$ cat config.mk
export PLATFORM = sky130hd
export DESIGN_NAME = spm_arbiter
export DESIGN_NICKNAME = d
export VERILOG_FILES = /design/src/rtl/spm_arbiter.sv
export SDC_FILE = /design/constraint.sdc
export NUM_CORES = 1
export LEC_CHECK = 0
export CORE_AREA = 2 2 117 119
export CTS_BUF_LIST = sky130_fd_sc_hd__clkbuf_8
export DETAILED_ROUTE_END_ITERATION = 10
export DIE_AREA = 0 0 119 121
export PLACE_DENSITY = 0.6
export SYNTH_ARGS = -nofsm -noshare
export SYNTH_HDL_FRONTEND = slang
export SYNTH_SLANG_ARGS = --single-unit
export TNS_END_PERCENT = 5
$ cat constraint.sdc
create_clock -name clk -period 4.48 [get_ports clk]
set_clock_uncertainty 0.15 [all_clocks]
set_input_delay 0.672 -clock clk [delete_from_list [all_inputs] [get_ports clk]]
set_output_delay 0.672 -clock clk [all_outputs]
set_load 0.01 [all_outputs]
$ cat src/rtl/spm_arbiter.sv
// Shares one single-port scratch-pad memory between the test loader, CPU data and CPU fetch ports.
// A LOAD/RUN/DRAIN mode FSM gates CPU access; RUN uses fixed priority with fetch anti-starvation.
module spm_arbiter #(
  parameter int unsigned ADDR_W     = 30,
  parameter int unsigned DATA_W     = 32,
  parameter int unsigned STARVE_MAX = 4
) (
  input  logic              clk,
  input  logic              reset,
  input  logic              cpu_en,
  input  logic              tst_as_,
  input  logic              tst_rw,
  input  logic [ADDR_W-1:0] tst_addr,
  input  logic [DATA_W-1:0] tst_wr_data,
  output logic              tst_rdy,
  output logic              tst_rd_vld,
  input  logic              mem_as_,
  input  logic              mem_rw,
  input  logic [ADDR_W-1:0] mem_addr,
  input  logic [DATA_W-1:0] mem_wr_data,
  output logic              mem_rdy,
  output logic              mem_rd_vld,
  input  logic              if_as_,
  input  logic [ADDR_W-1:0] if_addr,
  output logic              if_rdy,
  output logic              if_rd_vld,
  output logic [DATA_W-1:0] rd_data,
  output logic              spm_as_,
  output logic              spm_rw,
  output logic [ADDR_W-1:0] spm_addr,
  output logic [DATA_W-1:0] spm_wr_data,
  input  logic [DATA_W-1:0] spm_rd_data,
  output logic [1:0]        mode
);

  localparam logic READ  = 1'b1;
  localparam logic WRITE = 1'b0;
  localparam int unsigned CW = $clog2(STARVE_MAX + 1);

  typedef enum logic [1:0] {StLoad = 2'd0, StRun = 2'd1, StDrain = 2'd2} state_e;
  typedef enum logic [1:0] {OwnNone, OwnTst, OwnMem, OwnIf} owner_e;

  state_e          state_q, state_d;
  owner_e          owner_q, owner_d;
  logic [CW-1:0]   starve_q, starve_d;
  logic            gnt_tst, gnt_mem, gnt_if;
  logic            starved;

  assign starved = (starve_q == CW'(STARVE_MAX));

  // Grants are combinational and forced off while reset is held.
  always_comb begin
    gnt_tst = 1'b0;
    gnt_mem = 1'b0;
    gnt_if  = 1'b0;
    if (!reset) begin
      unique case (state_q)
        StLoad: gnt_tst = !tst_as_;
        StRun: begin
          if (!tst_as_)                       gnt_tst = 1'b1;
          else if (!mem_as_ && !if_as_ && starved) gnt_if = 1'b1;
          else if (!mem_as_)                  gnt_mem = 1'b1;
          else if (!if_as_)                   gnt_if  = 1'b1;
        end
        default: ;
      endcase
    end
  end

  always_comb begin
    spm_as_     = 1'b1;
    spm_rw      = WRITE;
    spm_addr    = '0;
    spm_wr_data = '0;
    owner_d     = OwnNone;
    if (gnt_tst) begin
      spm_as_     = 1'b0;
      spm_rw      = tst_rw;
      spm_addr    = tst_addr;
      spm_wr_data = tst_wr_data;
      if (tst_rw == READ) owner_d = OwnTst;
    end else if (gnt_mem) begin
      spm_as_     = 1'b0;
      spm_rw      = mem_rw;
      spm_addr    = mem_addr;
      spm_wr_data = mem_wr_data;
      if (mem_rw == READ) owner_d = OwnMem;
    end else if (gnt_if) begin
      spm_as_     = 1'b0;
      spm_rw      = READ;
      spm_addr    = if_addr;
      owner_d     = OwnIf;
    end
  end

  always_comb begin
    state_d = state_q;
    unique case (state_q)
      StLoad:  if (cpu_en && tst_as_) state_d = StRun;
      StRun:   if (!cpu_en) state_d = StDrain;
      StDrain: if (owner_q == OwnNone) state_d = StLoad;
      default: state_d = StLoad;
    endcase
  end

  // Fetch loses only while it is actually waiting; any fetch idle or win clears the count.
  always_comb begin
    starve_d = starve_q;
    if (if_as_ || gnt_if)         starve_d = '0;
    else if (gnt_mem && !starved) starve_d = starve_q + CW'(1);
  end

  always_ff @(posedge clk or posedge reset) begin
    if (reset) begin
      state_q  <= StLoad;
      owner_q  <= OwnNone;
      starve_q <= '0;
    end else begin
      state_q  <= state_d;
      owner_q  <= owner_d;
      starve_q <= starve_d;
    end
  end

  assign tst_rdy    = gnt_tst;
  assign mem_rdy    = gnt_mem;
  assign if_rdy     = gnt_if;
  assign tst_rd_vld = !reset && (owner_q == OwnTst);
  assign mem_rd_vld = !reset && (owner_q == OwnMem);
  assign if_rd_vld  = !reset && (owner_q == OwnIf);
  assign rd_data    = spm_rd_data;
  assign mode       = state_q;

endmodule

==> results of run 1 <==
Yosys cell counts (all sizes together) (2+ instances only):
cell	count
buf	45
and2	31
nor3	2
a221o	30
a21o	2
nor3b	4
nand2	4
a21oi	4
inv	6
dfrtp	7
clkbuf	3
nor2	3
a22o	33
nand3	2
ha	2
final cells by class:
cell class              count  area, um2  area share, %
clock buffers               3       41.3           1.07
clock inverters             1       3.75         0.0970
inverters                   6       22.5          0.582
multi-input cells         125       1030           26.6
flip-flops and latches      7        175           4.53
well taps                 176        220           5.69
repair buffers            237       2370           61.4
critical path, cell delays in order:
cell and delay (ns):
clkdlybuf4s50_1 0.51, nand4bb_4 0.34, a311oi_4 0.32, buf_4 0.38, a221o_1 0.23, clkdlybuf4s50_1 0.55
cells by family (layout without fill, tap and decap cells):
logic type      Yosys count  after routing
fa+ha+maj                 2              2
compound gates           72             72
simple gates             51             51
flops                     7              7
buf+inv                  54            247
metrics by stage:
stage	hold slack (ns)	cell area, um2	setup WS, ns
final	0.411	3870	0.646
after global placement	0.403	3820	0.695
after floorplan	0.330	1570	1.84
after global routing	0.442	3870	0.502
after detailed placement	0.405	3820	0.636
after CTS	0.411	3870	0.628
registers in the layout, summed over array words and instances, names as in the netlist:
register / cells
mode: 2
starve_q: 3
owner_q: 2
final timing paths:
kind / cells past startpoint / end
max in group asynchronous: 2 / mode[1]$_DFFE_PP0P_
min in group asynchronous: 2 / owner_q[1]$_DFF_PP0_
worst min register to register: 2 / starve_q[1]$_DFFE_PP0P_
worst max register to register: 5 / owner_q[1]$_DFF_PP0_
worst min-delay path: 2 / starve_q[1]$_DFFE_PP0P_
worst max-delay path: 6 / spm_addr[10]
per-layer routing:
layer	up-vias	global-route usage [%]	share of wire, %
met5	-	0	0
met4	0	1.86	0.85
met3	12	3.38	8.7
met2	152	22.9	54
met1	1101	12.8	37
li1	1076	-	-
report_power, final:
group	switching [mW]	internal (mW)	total, mW
sequential	0.00368	0.0658	0.0695
combinational	0.0922	0.216	0.308
clock	0.0274	0.0592	0.0866
==> impl_metrics.ini, run 1 <==
[floorplanning]
start_util_pct = 12.0
fp.dieH_um = 121
dieArea_mm2 = 0.0144
die_x_um = 119
core.rowCount = 42
io_pins = 298
coreArea_mm2 = 0.0131

[final_layout]
layout_commonest_cell = clkdlybuf4s50_1
fillers = 1352
drive_above_1_share_pct = 3.17
final_core_util_pct = 29.6
area_growth_pct = 146
layoutNonFillerInstCount = 555
final_cell_mix = clkdlybuf4s50_1 (233), a22o_1 (33), a221o_1 (30), and2_1 (30)
diodes = 0
nNetsFinal = 576

[synth]
ys.flop_type = dfrtp_1
synth_top_family_by_area = compound AO/OA/AOI/OAI gates
synth_fp_nets = 382
synthCells = 186
synth-compound-area-share_pct = 42.3
syn-cell-area_mm2 = 0.00157
synthXorXnorAreaFrac_pct = 0
synthArstFlopShare_pct = 100
yosys-top-cells-area = a221o_1 (19%), a22o_1 (18%), buf_4 (15%)
yosysWarnings = 0
syn_area_per_cell_um2 = 8.46
ys_types = 26
synth-seq-cells = 7
synth_edf_count = 0
yosys-mux-area-fraction_pct = 0
synth_top_cell_area_share_pct = 19.1
synth_adder_area_share_pct = 1.59
synth_simple_gate_area_share_pct = 21.0
synth_area_leader_cell = a221o_1
synth_seq_area_share_pct = 11.1

[cts]
cts_buffers = 3
hold_buffers = 0
postCtsSetupBuffers = 0
cts.sinks = 7
root_buffer = clkbuf_8
clockBufferDepth = 2
cts_tree = done
cts.htree.levels = 1
clk_pin_slew_ns = 0.04
clock_latency_ns = 0.23
cts-resized-gates = 0

[placement]
dp.cells = 551
io_buffers = 233
hpwl_um = 7690
gp_congestion = 0.808

[flow_run]
drv_cap = 0

[worst_setup_path]
cp_max_fo = 31
startpoint_type = input pin
cp-end-kind = primary output
crit_arrival_ns = 3.01
rr_startpoint = starve_q[0]$_DFFE_PP0P_
cp-startpoint = reset
cp_data_required_time_ns = 3.66
r2r_slack_ns = 2.88
critical_path_class = input pin to primary output

[power_and_ir_drop]
peakVddDrop_mv = 0.0753
p_leak_nw = 1.43
total_power_uw = 464
power-per-cell-area_mw_per_mm2 = 120

[route]
vias = 2341
firstDrtPassIters = 4
ant_nets = 0
drtIter0Drc = 110
wl_per_cell_um = 16.5
drc = 0
routed_wl_um = 9170
viasPerCell = 4.22

[sta]
period_minus_slack_ns = 3.83
finalCritPeriodShare_pct = 85.6
rsz0062_at_grt = no
drv_slew = 0
final.setup.tns_ns = 0
timing.final.hold_violations = 0
worst_pin_slew_ns = 0.370
fmax_mhz = 261
slew_headroom_pct = 75.3
setup_violations = 0

[global_route]
antenna_found_initial = 0
grt_pass1_wl_um = 13300
grt_start_max_net_pins = 67
track_usage_pct = 11.8
grt_pass1_vias = 2382
overflow = 0

[run_status]
status = complete, no violations

[min_path]
worstHoldPathType = flip-flop to flip-flop
worstHoldStart = starve_q[1]$_DFFE_PP0P_
No activity file was read; power rests on OpenSTA's default activity.
==> inputs of run 2 (changes only) <==
Settings changed: CORE_AREA 2 2 117 119 to 2 2 116 118, DIE_AREA 0 0 119 121 to 0 0 118 120, MAX_ROUTING_LAYER from default to met4, TNS_END_PERCENT 5 to 1.
Clock period 4.48 ns to 4.3 ns, I/O delays scaled along.
==> run 2 against run 1 <==
Non-clock buffer count up 2. Sequential power up 4.0%. Via count decreased by 1.2%. Critical path depth is the same. Register-to-register slack got worse by 0.40 ns. Flip-flop and latch count stayed put. Power up 4.1%. Core utilization is 0.30 points higher. Worst setup slack got worse by 0.17 ns. Combinational power increased by 4%. Clock-buffer cell count is the same. Critical endpoint is now spm_wr_data[31].
==> impl_metrics.ini, run 2 (synthesis gave the netlist of run 1 again) <==
[worst_setup_path]
r2r_slack_ns = 2.48
startpoint_type = input pin
crit_arrival_ns = 3.03
reg2regPathDepth = 6
cp-end-kind = primary output
cp_data_required_time_ns = 3.50
critical_path_class = input pin to primary output
cp_max_fo = 44

[cts]
clockBufferDepth = 2
hold_buffers = 0
cts.htree.levels = 1
clock_latency_ns = 0.23
cts-resized-gates = 0
postCtsSetupBuffers = 0
cts_tree = done
root_buffer = clkbuf_8
clk_pin_slew_ns = 0.04
cts.sinks = 7
cts_buffers = 3

[final_layout]
nNetsFinal = 578
drive_above_1_share_pct = 3.67
layoutNonFillerInstCount = 559
design_area_mm2 = 0.00388
multi_input_area_mm2 = 0.00103
largest_register = starve_q
layout_commonest_cell = clkdlybuf4s50_1
area_growth_pct = 146
final_cell_mix = clkdlybuf4s50_1 (233), a22o_1 (33), a221o_1 (30), and2_1 (30)
fillers = 1415
seq_area_um2 = 175
largest_reg_flops = 3

[min_path]
holdPathStages = 2
worstHoldPathType = flip-flop to flip-flop

[placement]
gp_congestion = 0.769
hpwl_um = 7980
dp.cells = 553
placed_area_mm2 = 0.00383
io_buffers = 233

[sta]
worst_pin_slew_ns = 0.504
final.setup.tns_ns = 0
setup_violations = 0
period_minus_slack_ns = 3.82
slew_headroom_pct = 66.4
drv_slew = 0
timing.final.hold_violations = 0
fmax_mhz = 262
rsz0062_at_grt = no
finalCritPeriodShare_pct = 88.9

[floorplanning]
io_pins = 298
start_util_pct = 12.1
core.rowCount = 42
die_x_um = 118
dieArea_mm2 = 0.0142
fp.dieH_um = 120
coreArea_mm2 = 0.0130

[global_route]
track_usage_pct = 12.2
grt_start_max_net_pins = 51
overflow = 0
antenna_found_initial = 2
grt_pass1_vias = 2323
grt_pass1_wl_um = 13000

[route]
wl_per_cell_um = 16.5
vias = 2313
drtIter0Drc = 78
firstDrtPassIters = 4
routed_wl_um = 9200
drc = 0
viasPerCell = 4.14
ant_nets = 0

[run_status]
status = complete, no violations

[flow_run]
drv_cap = 0

[power_and_ir_drop]
p_leak_nw = 1.44
power-per-cell-area_mw_per_mm2 = 125
peakVddDrop_mv = 0.0751
==> run 2: cell types whose count changed in the layout (fill, tap and decap cells not counted) <==
cell     delta
buf_4       +3
buf_12      -1
diode_2     +2
==> run 2: per-stage QoR <==
step	setup WS, ns	hold WS [ns]	utilization (%)	total power [mW]
2_1_floorplan	1.71	0.303	-	0.190
3_3_place_gp	0.503	0.405	29.5	0.393
3_5_place_dp	0.472	0.395	29.5	0.396
4_1_cts	0.467	0.399	29.8	0.491
5_1_grt	0.363	0.419	29.9	0.508
6_report	0.478	0.400	29.9	0.483
==> run 2: final timing paths <==
kind	start	to
max in group asynchronous	reset	starve_q[1]$_DFFE_PP0P_
max reg2reg	starve_q[0]$_DFFE_PP0P_	owner_q[0]$_DFF_PP0_
max	reset	spm_wr_data[31]
min in group asynchronous	reset	mode[1]$_DFFE_PP0P_
min	starve_q[1]$_DFFE_PP0P_	starve_q[1]$_DFFE_PP0P_
min reg2reg	starve_q[1]$_DFFE_PP0P_	starve_q[1]$_DFFE_PP0P_
==> run 2: layout make-up <==
type,count,area share (%)
diodes,2,0.129
clock buffers,3,1.07
clock inverters,1,0.0968
inverters,6,0.581
multi-input cells,125,26.6
flip-flops and latches,7,4.52
well taps,176,5.68
repair buffers,239,61.3
==> run 2: power breakdown <==
part | internal [mW] | total [mW] | switching (mW) | leakage [nW]
logic | 0.224 | 0.321 | 0.0964 | 1.32
clock network | 0.0617 | 0.0905 | 0.0288 | 0.0269
registers | 0.0686 | 0.0723 | 0.00373 | 0.0953
==> run 2: layer usage <==
layer  global-route usage, %  part of all wire [%]
met1                    13.1                    39
met2                    22.1                    50
met3                    3.47                   9.2
met4                    3.01                   1.9
met5                       -                     0
==> run 2: critical path, cell delays in order <==
cell and delay (ns):
clkdlybuf4s50_1 0.49, nand4bb_4 0.32, a311oi_4 0.30, buf_4 0.43, a22o_1 0.26, clkdlybuf4s50_1 0.55
